===== config.mk =====
export PLATFORM = sky130hd
export DESIGN_NAME = bus_arbiter8_flat
export DESIGN_NICKNAME = d
export VERILOG_FILES = /design/src/rtl/bus_arbiter8_if.sv /design/src/rtl/bus_arbiter8.sv /design/src/flat_wrapper.sv
export SDC_FILE = /design/constraint.sdc
export NUM_CORES = 1
export LEC_CHECK = 0
export CORE_ASPECT_RATIO = 1.4
export CORE_MARGIN = 2
export CORE_UTILIZATION = 60
export CTS_BUF_LIST = sky130_fd_sc_hd__clkbuf_4
export CTS_CLUSTER_SIZE = 16
export DETAILED_ROUTE_END_ITERATION = 8
export PLACE_DENSITY = 0.84
export SETUP_SLACK_MARGIN = 0.05
export SYNTH_ARGS = -nofsm -noshare
export SYNTH_HDL_FRONTEND = slang
export SYNTH_SLANG_ARGS = --single-unit

===== constraint.sdc =====
create_clock -name clk -period 8.1 [get_ports clk]
set_clock_uncertainty 0.2 [all_clocks]
set_input_delay 1.62 -clock clk [delete_from_list [all_inputs] [get_ports clk]]
set_output_delay 1.62 -clock clk [all_outputs]
set_load 0.005 [all_outputs]

===== src/rtl/bus_arbiter8_if.sv =====
// Request/grant bundle between eight bus requesters and the round-robin arbiter.
// master = requester side, slave = arbiter side.
interface bus_arbiter8_if;
  logic [7:0] req;
  logic [7:0] gnt;
  logic [2:0] sel;
  logic       bus_valid;

  modport master (output req, input gnt, input sel, input bus_valid);
  modport slave  (input req, output gnt, output sel, output bus_valid);
endinterface


===== src/rtl/bus_arbiter8.sv =====
// Round-robin arbiter for the 8-input, 16-bit operand/result bus with a hold limit
// that forces rotation while other requesters wait. Outputs decode from registers only.
module bus_arbiter8 #(
  parameter int unsigned MAX_HOLD = 4
) (
  input logic           clk,
  input logic           rst_n,
  bus_arbiter8_if.slave bus
);

  localparam int unsigned   CntW    = $clog2(MAX_HOLD + 1);
  localparam logic [CntW-1:0] HoldMax = CntW'(MAX_HOLD);

  typedef enum logic [0:0] {StIdle, StGrant} state_e;

  state_e          state_q, state_d;
  logic [2:0]      owner_q, owner_d;
  logic [CntW-1:0] hold_cnt_q, hold_cnt_d;
  logic [7:0]      others;

  // First set bit of mask scanning start, start+1, ... with wrap-around.
  function automatic logic [2:0] rr_next(input logic [7:0] mask, input logic [2:0] start);
    logic [2:0] idx;
    logic       found;
    rr_next = start;
    found   = 1'b0;
    for (int i = 0; i < 8; i++) begin
      idx = start + 3'(i);
      if (!found && mask[idx]) begin
        rr_next = idx;
        found   = 1'b1;
      end
    end
  endfunction

  always_comb begin
    state_d    = state_q;
    owner_d    = owner_q;
    hold_cnt_d = hold_cnt_q;
    others     = bus.req & ~(8'b1 << owner_q);
    unique case (state_q)
      StIdle: begin
        if (|bus.req) begin
          state_d    = StGrant;
          owner_d    = rr_next(bus.req, owner_q + 3'd1);
          hold_cnt_d = CntW'(1);
        end
      end
      StGrant: begin
        if (|others && (!bus.req[owner_q] || hold_cnt_q == HoldMax)) begin
          owner_d    = rr_next(others, owner_q + 3'd1);
          hold_cnt_d = CntW'(1);
        end else if (!bus.req[owner_q]) begin
          // owner_q is kept as the round-robin pointer while idle
          state_d = StIdle;
        end else if (hold_cnt_q != HoldMax) begin
          hold_cnt_d = hold_cnt_q + CntW'(1);
        end
      end
      default: state_d = StIdle;
    endcase
  end

  always_ff @(posedge clk or negedge rst_n) begin
    if (!rst_n) begin
      state_q    <= StIdle;
      owner_q    <= 3'd7;
      hold_cnt_q <= '0;
    end else begin
      state_q    <= state_d;
      owner_q    <= owner_d;
      hold_cnt_q <= hold_cnt_d;
    end
  end

  assign bus.bus_valid = (state_q == StGrant);
  assign bus.gnt       = bus.bus_valid ? (8'b1 << owner_q) : 8'h00;
  assign bus.sel       = bus.bus_valid ? owner_q : 3'd0;

endmodule


===== src/flat_wrapper.sv =====
// flat-port wrapper written by rule: the top's interface ports become plain ports
module bus_arbiter8_flat 
#(
  parameter int unsigned MAX_HOLD = 4
)
  (clk, rst_n, bus_req, bus_gnt, bus_sel, bus_bus_valid);
  bus_arbiter8_if bus_i ();
  input logic clk;
  input logic rst_n;
  input wire logic [$bits(bus_i.req)-1:0] bus_req;
  output wire logic [$bits(bus_i.gnt)-1:0] bus_gnt;
  output wire logic [$bits(bus_i.sel)-1:0] bus_sel;
  output wire logic [$bits(bus_i.bus_valid)-1:0] bus_bus_valid;
  assign bus_i.req = bus_req;
  assign bus_gnt = bus_i.gnt;
  assign bus_sel = bus_i.sel;
  assign bus_bus_valid = bus_i.bus_valid;
  bus_arbiter8 #(.MAX_HOLD(MAX_HOLD)) u_core (.clk(clk), .rst_n(rst_n), .bus(bus_i));
endmodule

* After elaboration in Yosys (flattened, before gate mapping)
Cells that the tools add are included.
Operators by class: shift-type cells 1, $add $sub $neg 9, eq/ne operators 6, multiplexer cells 104, $lt $le $gt $ge 9, reduce and logical (&&, ||, !) cells 35, bitwise operators 3
Operator list (number):
- 3-bit two-way mux | 21
- 1-bit two-way mux | 62
- 1-bit binary-select mux with 3-bit select | 17
- 3-bit by 4-bit less-than comparator with 1-bit output (second input constant) | 9
- 8-bit OR reduction | 2
- 1-bit logical AND | 15
- 1-bit logical NOT | 15
- 3-bit adder (second input constant) | 4
- 3-bit one-hot mux with 2 select lines | 2
- 3-bit by 1-bit adder with 3-bit output (second input constant) | 3
- 3-bit inequality test (second input constant) | 3
- 8-bit AND | 1
- 8-bit two-way mux | 1
- 8-bit inverter | 1
- 1-bit by 3-bit << shifter with 8-bit output (first input constant) | 1
- 3-bit by 2-bit adder with 3-bit output (second input constant) | 2
- 3-bit equality test (second input constant) | 1
- 3-bit AND reduction | 1
- 2-bit by 1-bit inequality test with 1-bit output (second input constant) | 1
- 2-bit inequality test (second input constant) | 1
- 1-bit one-hot mux with 2 select lines | 1
- 2-bit AND reduction | 1
- 1-bit logical OR | 1
- 1-bit inverter | 1
Word-level totals: input bits 10, word-level logic and storage cells 170, register bits 7

* Logic depth before layout (Yosys ltp)
word-level depth 43, depth in mapped cells 15, gate-level depth less buffers 11

* Worst setup path after synthesis
Ideal clock, no wire load.
path kind input -> register, from in bus_req[7], to reg u_core.owner_q[1], slack 4.020 ns, data arrival time 3.789 ns, buffers on the path 1, stages 10, cell sequence buf_2 > mux4_2 > and2_1 > a21o_1 > or4b_4 > a31oi_1 > o221ai_1 > and3_1 > mux2i_1 > o311ai_1
Between the ends: word-level cells in the longest chain between the ends 41, elaborated cells on any way between the ends 130, classes of those cells eq/ne (2); mux (93); bitwise (1); reduce/logical (34)
Ends and longest elaborated chain:
- start: declaration | line flat_wrapper.sv:10 | input wire logic [$bits(bus_i.req)-1:0] bus_req;
- 8-bit AND | line bus_arbiter8.sv:40 | others = bus.req & ~(8'b1 << owner_q);
- 1-bit binary-select mux with 3-bit select | line bus_arbiter8.sv:29 | if (!found && mask[idx]) begin
- 1-bit two-way mux (not written as such) | line bus_arbiter8.sv:29
- 1-bit two-way mux | line bus_arbiter8.sv:29
- 1-bit two-way mux | line bus_arbiter8.sv:50 | if (|others && (!bus.req[owner_q] || hold_cnt_q == HoldMax)) begin
- 1-bit two-way mux | line bus_arbiter8.sv:41 | unique case (state_q)
- 1-bit logical NOT | line bus_arbiter8.sv:29
- 1-bit logical AND | line bus_arbiter8.sv:29
- [... 25 more ...]
- 1-bit two-way mux | line bus_arbiter8.sv:29
- 1-bit two-way mux | line bus_arbiter8.sv:50
- 1-bit two-way mux | line bus_arbiter8.sv:41
- 1-bit logical NOT | line bus_arbiter8.sv:29
- 1-bit logical AND | line bus_arbiter8.sv:29
- 3-bit two-way mux | line bus_arbiter8.sv:29
- 3-bit two-way mux | line bus_arbiter8.sv:50
- 3-bit one-hot mux with 2 select lines | line bus_arbiter8.sv:41
- end signal: assignment | line bus_arbiter8.sv:71 | owner_q <= owner_d;
- end: declaration | line bus_arbiter8.sv:17 | logic [2:0] owner_q, owner_d;
Parallel ways exist; a longest one is shown, timed or not. The select of a mux whose other input is x is not followed. A chain may end at the register's enable or synchronous reset.

* Worst setup path after layout
from reg u_core.owner_q[0], to reg u_core.owner_q[1]
Between the ends: word-level cells in the longest chain between the ends 43, elaborated cells on any way between the ends 138, classes of those cells add/sub (8); eq/ne (1); shift (1); mux (93); bitwise (2); reduce/logical (33)
Ends and longest elaborated chain:
- parallel branches: the longest is 43 deep, another holds 3-bit by 1-bit adder with 3-bit output
Several ways; the timed one is not identified. The select of a mux whose other input is x is not followed.

==> flow_summary.yaml <==
run_status:
  status: "completed"
critical_path:
  worst_setup_path_end_kind: "register"
  worstPathRequired_ns: 8.05
  crit_slowest_cell: "dfstp_2"
  critical_path_buf_inv_count: 2
  crit_chain: "inv_1 > ha_1 > buf_4 > mux4_2 > mux2i_1 > a32oi_1 > or4b_4 > a31oi_1 > o221ai_1 > and3_1 > mux2i_1 > o311ai_1"
  cp_top_family: "buffers and inverters"
  crit_arrival_ns: 5.08
  start_kind: "register"
  path_common_cell: "mux2i_1"
  criticalPathCategory: "register to register"
  cpPeakStageDelay_ns: 0.99
  cp_max_fo: 35
clock_network:
  cts_tree: "built"
  post_cts_buffers: 0
  cts_resized: 0
  clkTransAtPathRegs_ns: 0.05
  clk_latency_ns: 0.25
  numCtsBuffers: 3
  ctsRootBufferMaster: "clkbuf_4"
  cts_buffer_depth: 2
  hold_buffers: 0
  cts.sinks: 7
  htree_levels: 1
routing:
  drt_iter0_drc: 127
  vias: 2215
  antenna_left: 0
  wire_per_inst_um: 18.3
  drc: 0
  avgViaCountPerCell: 6.86
  drt_wl_total_um: 5920
  drtPass1Iterations: 5
synthesis:
  ys.flop_type: "dfrtp_1"
  avgSynthCellArea_um2: 8.00
  synth.distinct_cells: 62
  synth-async-reset-ratio_pct: 100
  syn_inst: 277
  syn_area_um2: 2210
  syn_nets: 297
  ys_seq_area_share_pct: 8.08
  synth_seq_cells: 7
  yosysWarnings: 0
  synth_edf_count: 0
sta:
  hold_viol_final: 0
  max_freq_ghz: 0.195
  finalCritPeriodShare_pct: 63.4
  report.final.slew_viol_count: 0
  relSlewSlack_pct: 46.1
  min_period_ns: 5.13
  tightest_slew_ns: 0.807
  rsz0062_at_grt: "false"
  setup_tns_ns: 0
  setup_viol: 0
grt:
  grt_max_degree: 36
  grt_pass1_wl_um: 9650
  overflow: 0
  antenna_found_initial: 0
  grtUsageTotal_pct: 28.8
  grt_pass1_vias: 2012
die:
  start_util_pct: 61.9
  rows: 26
  die_w_um: 55.3
  core_area_um2: 3580
  ios: 22
  die_h_um: 75.9
  die_area_um2: 4200
final_layout:
  drive_gt1_share_pct: 13.2
  finalNonFillerCells: 323
  final_nets: 302
  areaGrowthSynthToFinish_pct: 7.46
  antenna_cells: 0
placement:
  port_buffers: 21
  globalplace.congestion: 0.998
  dpl.hpwl_um: 4400
  dp_cells: 319
hold_path:
  hp-class: "register to register"
flow_run:
  max-cap-violations: 0
==> stage by stage <==
step / hold slack, ns / utilization [%] / setup WS [ns] / cell area [µm²]
6_report: 0.325 / 66.5 / 2.97 / 2380
5_1_grt: 0.349 / 66.5 / 2.72 / 2380
4_1_cts: 0.332 / 66.5 / 3.00 / 2380
3_5_place_dp: 0.320 / 65.7 / 3.04 / 2350
3_3_place_gp: 0.311 / 65.7 / 3.10 / 2350
2_1_floorplan: 0.288 / - / 4.02 / 2210
==> layer usage <==
| metal | vias up | global-route usage [%] | wire length [µm] |
|---|---|---|---|
| met3 | 15 | 4.58 | 429 |
| li1 | 1074 | - | - |
| met1 | 1019 | 35.3 | 2430 |
| met5 | - | 0 | 0 |
| met2 | 107 | 53.7 | 2960 |
| met4 | 0 | 6.23 | 102 |
==> layout make-up <==
| class | count | area, µm² |
|---|---|---|
| multi-input cells | 233 | 1830 |
| fillers | 317 | 1200 |
| repair buffers | 23 | 225 |
| flip-flops and latches | 7 | 179 |
| inverters | 14 | 65.1 |
| well taps | 42 | 52.6 |
| clock buffers | 3 | 22.5 |
| clock inverters | 1 | 5.00 |
==> final timing paths <==
kind | start | endpoint | slack, ns | cells past startpoint
worst max-delay path | u_core.owner_q[0] | u_core.owner_q[1] | 2.97 | 12
worst min-delay path | u_core.hold_cnt_q[0] | u_core.hold_cnt_q[0] | 0.33 | 1
worst max register to register | u_core.owner_q[0] | u_core.owner_q[1] | 2.97 | 12
worst min register to register | u_core.hold_cnt_q[0] | u_core.hold_cnt_q[0] | 0.33 | 1
max in group asynchronous | rst_n | u_core.owner_q[1] | 5.99 | 1
min in group asynchronous | rst_n | u_core.hold_cnt_q[1] | 1.43 | 1
==> kinds of logic (layout without fill, tap and decap cells) <==
| kind of cell | after synthesis | count (layout) | synth area share [%] |
|---|---|---|---|
| AO/OA/AOI/OAI | 84 | 84 | 26.3 |
| XOR/XNOR | 8 | 8 | 3.16 |
| adder cells (fa/ha/maj) | 10 | 10 | 5.65 |
| buffers and inverters | 37 | 41 | 9.26 |
| flip-flops | 7 | 7 | 8.08 |
| multiplexers | 40 | 40 | 26.0 |
| AND/OR/NAND/NOR | 91 | 91 | 21.5 |
==> cells in the mapped netlist, types with 7 or more instances <==
| library cell | instances | share of area (%) |
|---|---|---|
| mux2i_1 | 18 | 8.1 |
| o21ai_0 | 19 | 4.3 |
| nor3_1 | 7 | 1.6 |
| and3_1 | 7 | 2.0 |
| and2_1 | 7 | 2.0 |
| mux4_2 | 13 | 13 |
| a21oi_1 | 11 | 2.5 |
| a211oi_1 | 8 | 2.7 |
| mux2_2 | 7 | 3.6 |
| nand2b_1 | 7 | 2.0 |
| ha_1 | 10 | 5.6 |
| inv_1 | 12 | 2.0 |
| a31oi_1 | 8 | 2.3 |
| nand2_1 | 16 | 2.7 |
| nor2_1 | 25 | 4.2 |
| clkbuf_1 | 12 | 2.0 |
==> cells in the final DEF (no fill, tap or decap), drive strengths merged, types with 4 or more instances in the layout <==
cell / count
a21o: 6
a21oi: 11
ha: 10
dfrtp: 4
nand2b: 7
and2: 7
nand3: 4
inv: 13
and3: 7
clkdlybuf4s50: 21
mux4: 13
a211oi: 8
a21boi: 4
o21ai: 19
nor3: 7
nand2: 16
nor2: 25
mux2: 8
mux2i: 19
xnor2: 4
a31oi: 8
xor2: 4
o22ai: 4
==> flip-flops by register name, summed over array words and instances (netlist names) <==
register and cells:
u_core.owner_q 3, u_core.hold_cnt_q 3, u_core.bus.bus_valid 1
Power is not shown: default switching activity piles up to over one toggle a cycle in this logic, so the estimate is an artifact.
==> RTL edit, RTL diff (same flow settings) <==
`MAX_HOLD` is set to 4 in 2 places; all go to 8.
--- a/src/rtl/bus_arbiter8.sv
+++ b/src/rtl/bus_arbiter8.sv
@@ -1,7 +1,7 @@
 // Round-robin arbiter for the 8-input, 16-bit operand/result bus with a hold limit
 // that forces rotation while other requesters wait. Outputs decode from registers only.
 module bus_arbiter8 #(
-  parameter int unsigned MAX_HOLD = 4
+  parameter int unsigned MAX_HOLD = 8
 ) (
   input logic           clk,
   input logic           rst_n,
--- a/src/flat_wrapper.sv
+++ b/src/flat_wrapper.sv
@@ -1,7 +1,7 @@
 // flat-port wrapper written by rule: the top's interface ports become plain ports
 module bus_arbiter8_flat 
 #(
-  parameter int unsigned MAX_HOLD = 4
+  parameter int unsigned MAX_HOLD = 8
 )
   (clk, rst_n, bus_req, bus_gnt, bus_sel, bus_bus_valid);
   bus_arbiter8_if bus_i ();
Behaviour: not the same (a bounded check fails within 10 cycles, from zero or initial values and one cycle with rst_n low).
==> RTL edit against the unedited design <==
Utilization grew 0.84 points; sequential share of layout area grew 0.79 points; sequential cell count grew 1; final area grew 3.1%; area after synthesis grew 3.6%; setup slack gained 0.53 ns; routed wire length grew 2.5%; critical endpoint is now u_core.owner_q[2].
Power is not shown: default switching activity piles up to over one toggle a cycle in this logic, so the estimate is an artifact.
==> RTL edit: results <==
synth:
  synth.cells.most_frequent: "sky130_fd_sc_hd__nand2_1 (22), sky130_fd_sc_hd__a21oi_1 (19), sky130_fd_sc_hd__nor2_1 (18)"
  synth_cell_type_count: 67
  yosys_warnings: 0
  ys_dominant_reg_cell: "sky130_fd_sc_hd__dfrtp_1"
  post_synth_mux_area_share: 0.279
  synth-async-reset-ratio: 1.00
  post_synth_xor_area_fraction: 0.0382
  share_of_synthesized_cell_area_in_full_adder_half_adder_and_majority_cells: 0.0545
  synth_fp_nets: 290
  synth.area.top_cells: "sky130_fd_sc_hd__mux4_2 (13%), sky130_fd_sc_hd__mux2i_1 (7.4%), sky130_fd_sc_hd__dfrtp_1 (5.5%)"
  synth-compound-area-share: 0.241
  syn-mean-instance-area_sq_um: 8.50
  seq_area_frac_synth: 0.0889
setup_path:
  crit_path_start: "u_core.owner_q[0]"
  cp_slowest_stage_delay_ns: 1.06
  worst-path-max-fanout: 39
  worstSetupEndpoint: "u_core.owner_q[2]"
  critPathSlowestCell: "sky130_fd_sc_hd__dfstp_2"
  arrival_ns: 4.59
  ff2ff_path_depth: 11
  crit_family: "flip-flops"
grt:
  grt_first_pass_wirelength_um: 9970
  first_global_vias: 2089
  pin_count_of_the_biggest_net_entering_global_routing: 40
  grt_antenna_before_repair: 0
  grt.total_usage: 0.280
drt:
  detailedRoute.firstIterationViolations: 110
  dr.pass1.iters: 4
  wl_per_cell_um: 19.1
  routed-via-count: 2205
cells_and_area:
  largest_register_ffs: 4
  finalNetCount: 296
  stdcell_count: 317
  drive_gt1_frac: 0.182
  total_inserted_antenna_cells: 0
  regMostFlops: "u_core.hold_cnt_q"
placed_design:
  preCtsSetupSlack_ns: 3.45
  hpwlAfterDp_um: 4450
  dpl-instance-area_sq_mm: 0.00242
  final_weighted_congestion_of_routability_driven_global_placement: 0.942
  io_buffer_count: 21
  placed_cells_incl_taps: 313
sta:
  finalHoldWorstSlack_ns: 0.345
  max_slew_margin: 0.314
cts:
  cts.repair.resized: 0
  htree_levels: 1
  number_of_buffers_created_by_cts: 3
  max-clock-path-buffers: 2
  clkLatencyLatePin_ns: 0.25
  postCtsHoldBufs: 0
  cts_root_buf: "sky130_fd_sc_hd__clkbuf_4"
  cts_setup_buffers: 0
  worst_setup_hold_path_clk_slew_ns: 0.06
min_path:
  hold_removal_path_class: "reg -> reg"
  timing.hold.worst.start: "u_core.owner_q[1]"
  min_delay_worst_endpoint: "u_core.owner_q[1]"
  holdPathStages: 2
outcome:
  status: "finished, final reports clean"
RTL edit: kinds of logic after synthesis:
logic type,Yosys count
XOR/XNOR,10
multiplexers,44
AO/OA/AOI/OAI,76
buffers and inverters,32
AND/OR/NAND/NOR,90
adder cells (fa/ha/maj),10
flip-flops,8
RTL edit: area by class of cell:
cell class / count / area (sq um)
Clock buffer: 4 / 30.0
Fill cell: 306 / 1190
Inverter: 11 / 41.3
Multi-Input combinational cell: 230 / 1910
Sequential cell: 8 / 204
Tap cell: 42 / 52.6
Timing Repair Buffer: 22 / 218
RTL edit: routing by layer:
| layer | part of all wire | GRT usage | up-vias |
|---|---|---|---|
| li1 | - | - | 1037 |
| met1 | 0.41 | 0.365 | 1062 |
| met2 | 0.50 | 0.481 | 91 |
| met3 | 0.057 | 0.0253 | 15 |
| met4 | 0.032 | 0.0952 | 0 |
| met5 | 0 | 0 | - |
RTL edit: worst min-delay path, delay by kind of cell (launching register included):
kind,cells,cell delay (ns)
flip-flops,1,0.41
AND/OR/NAND/NOR,2,0.13
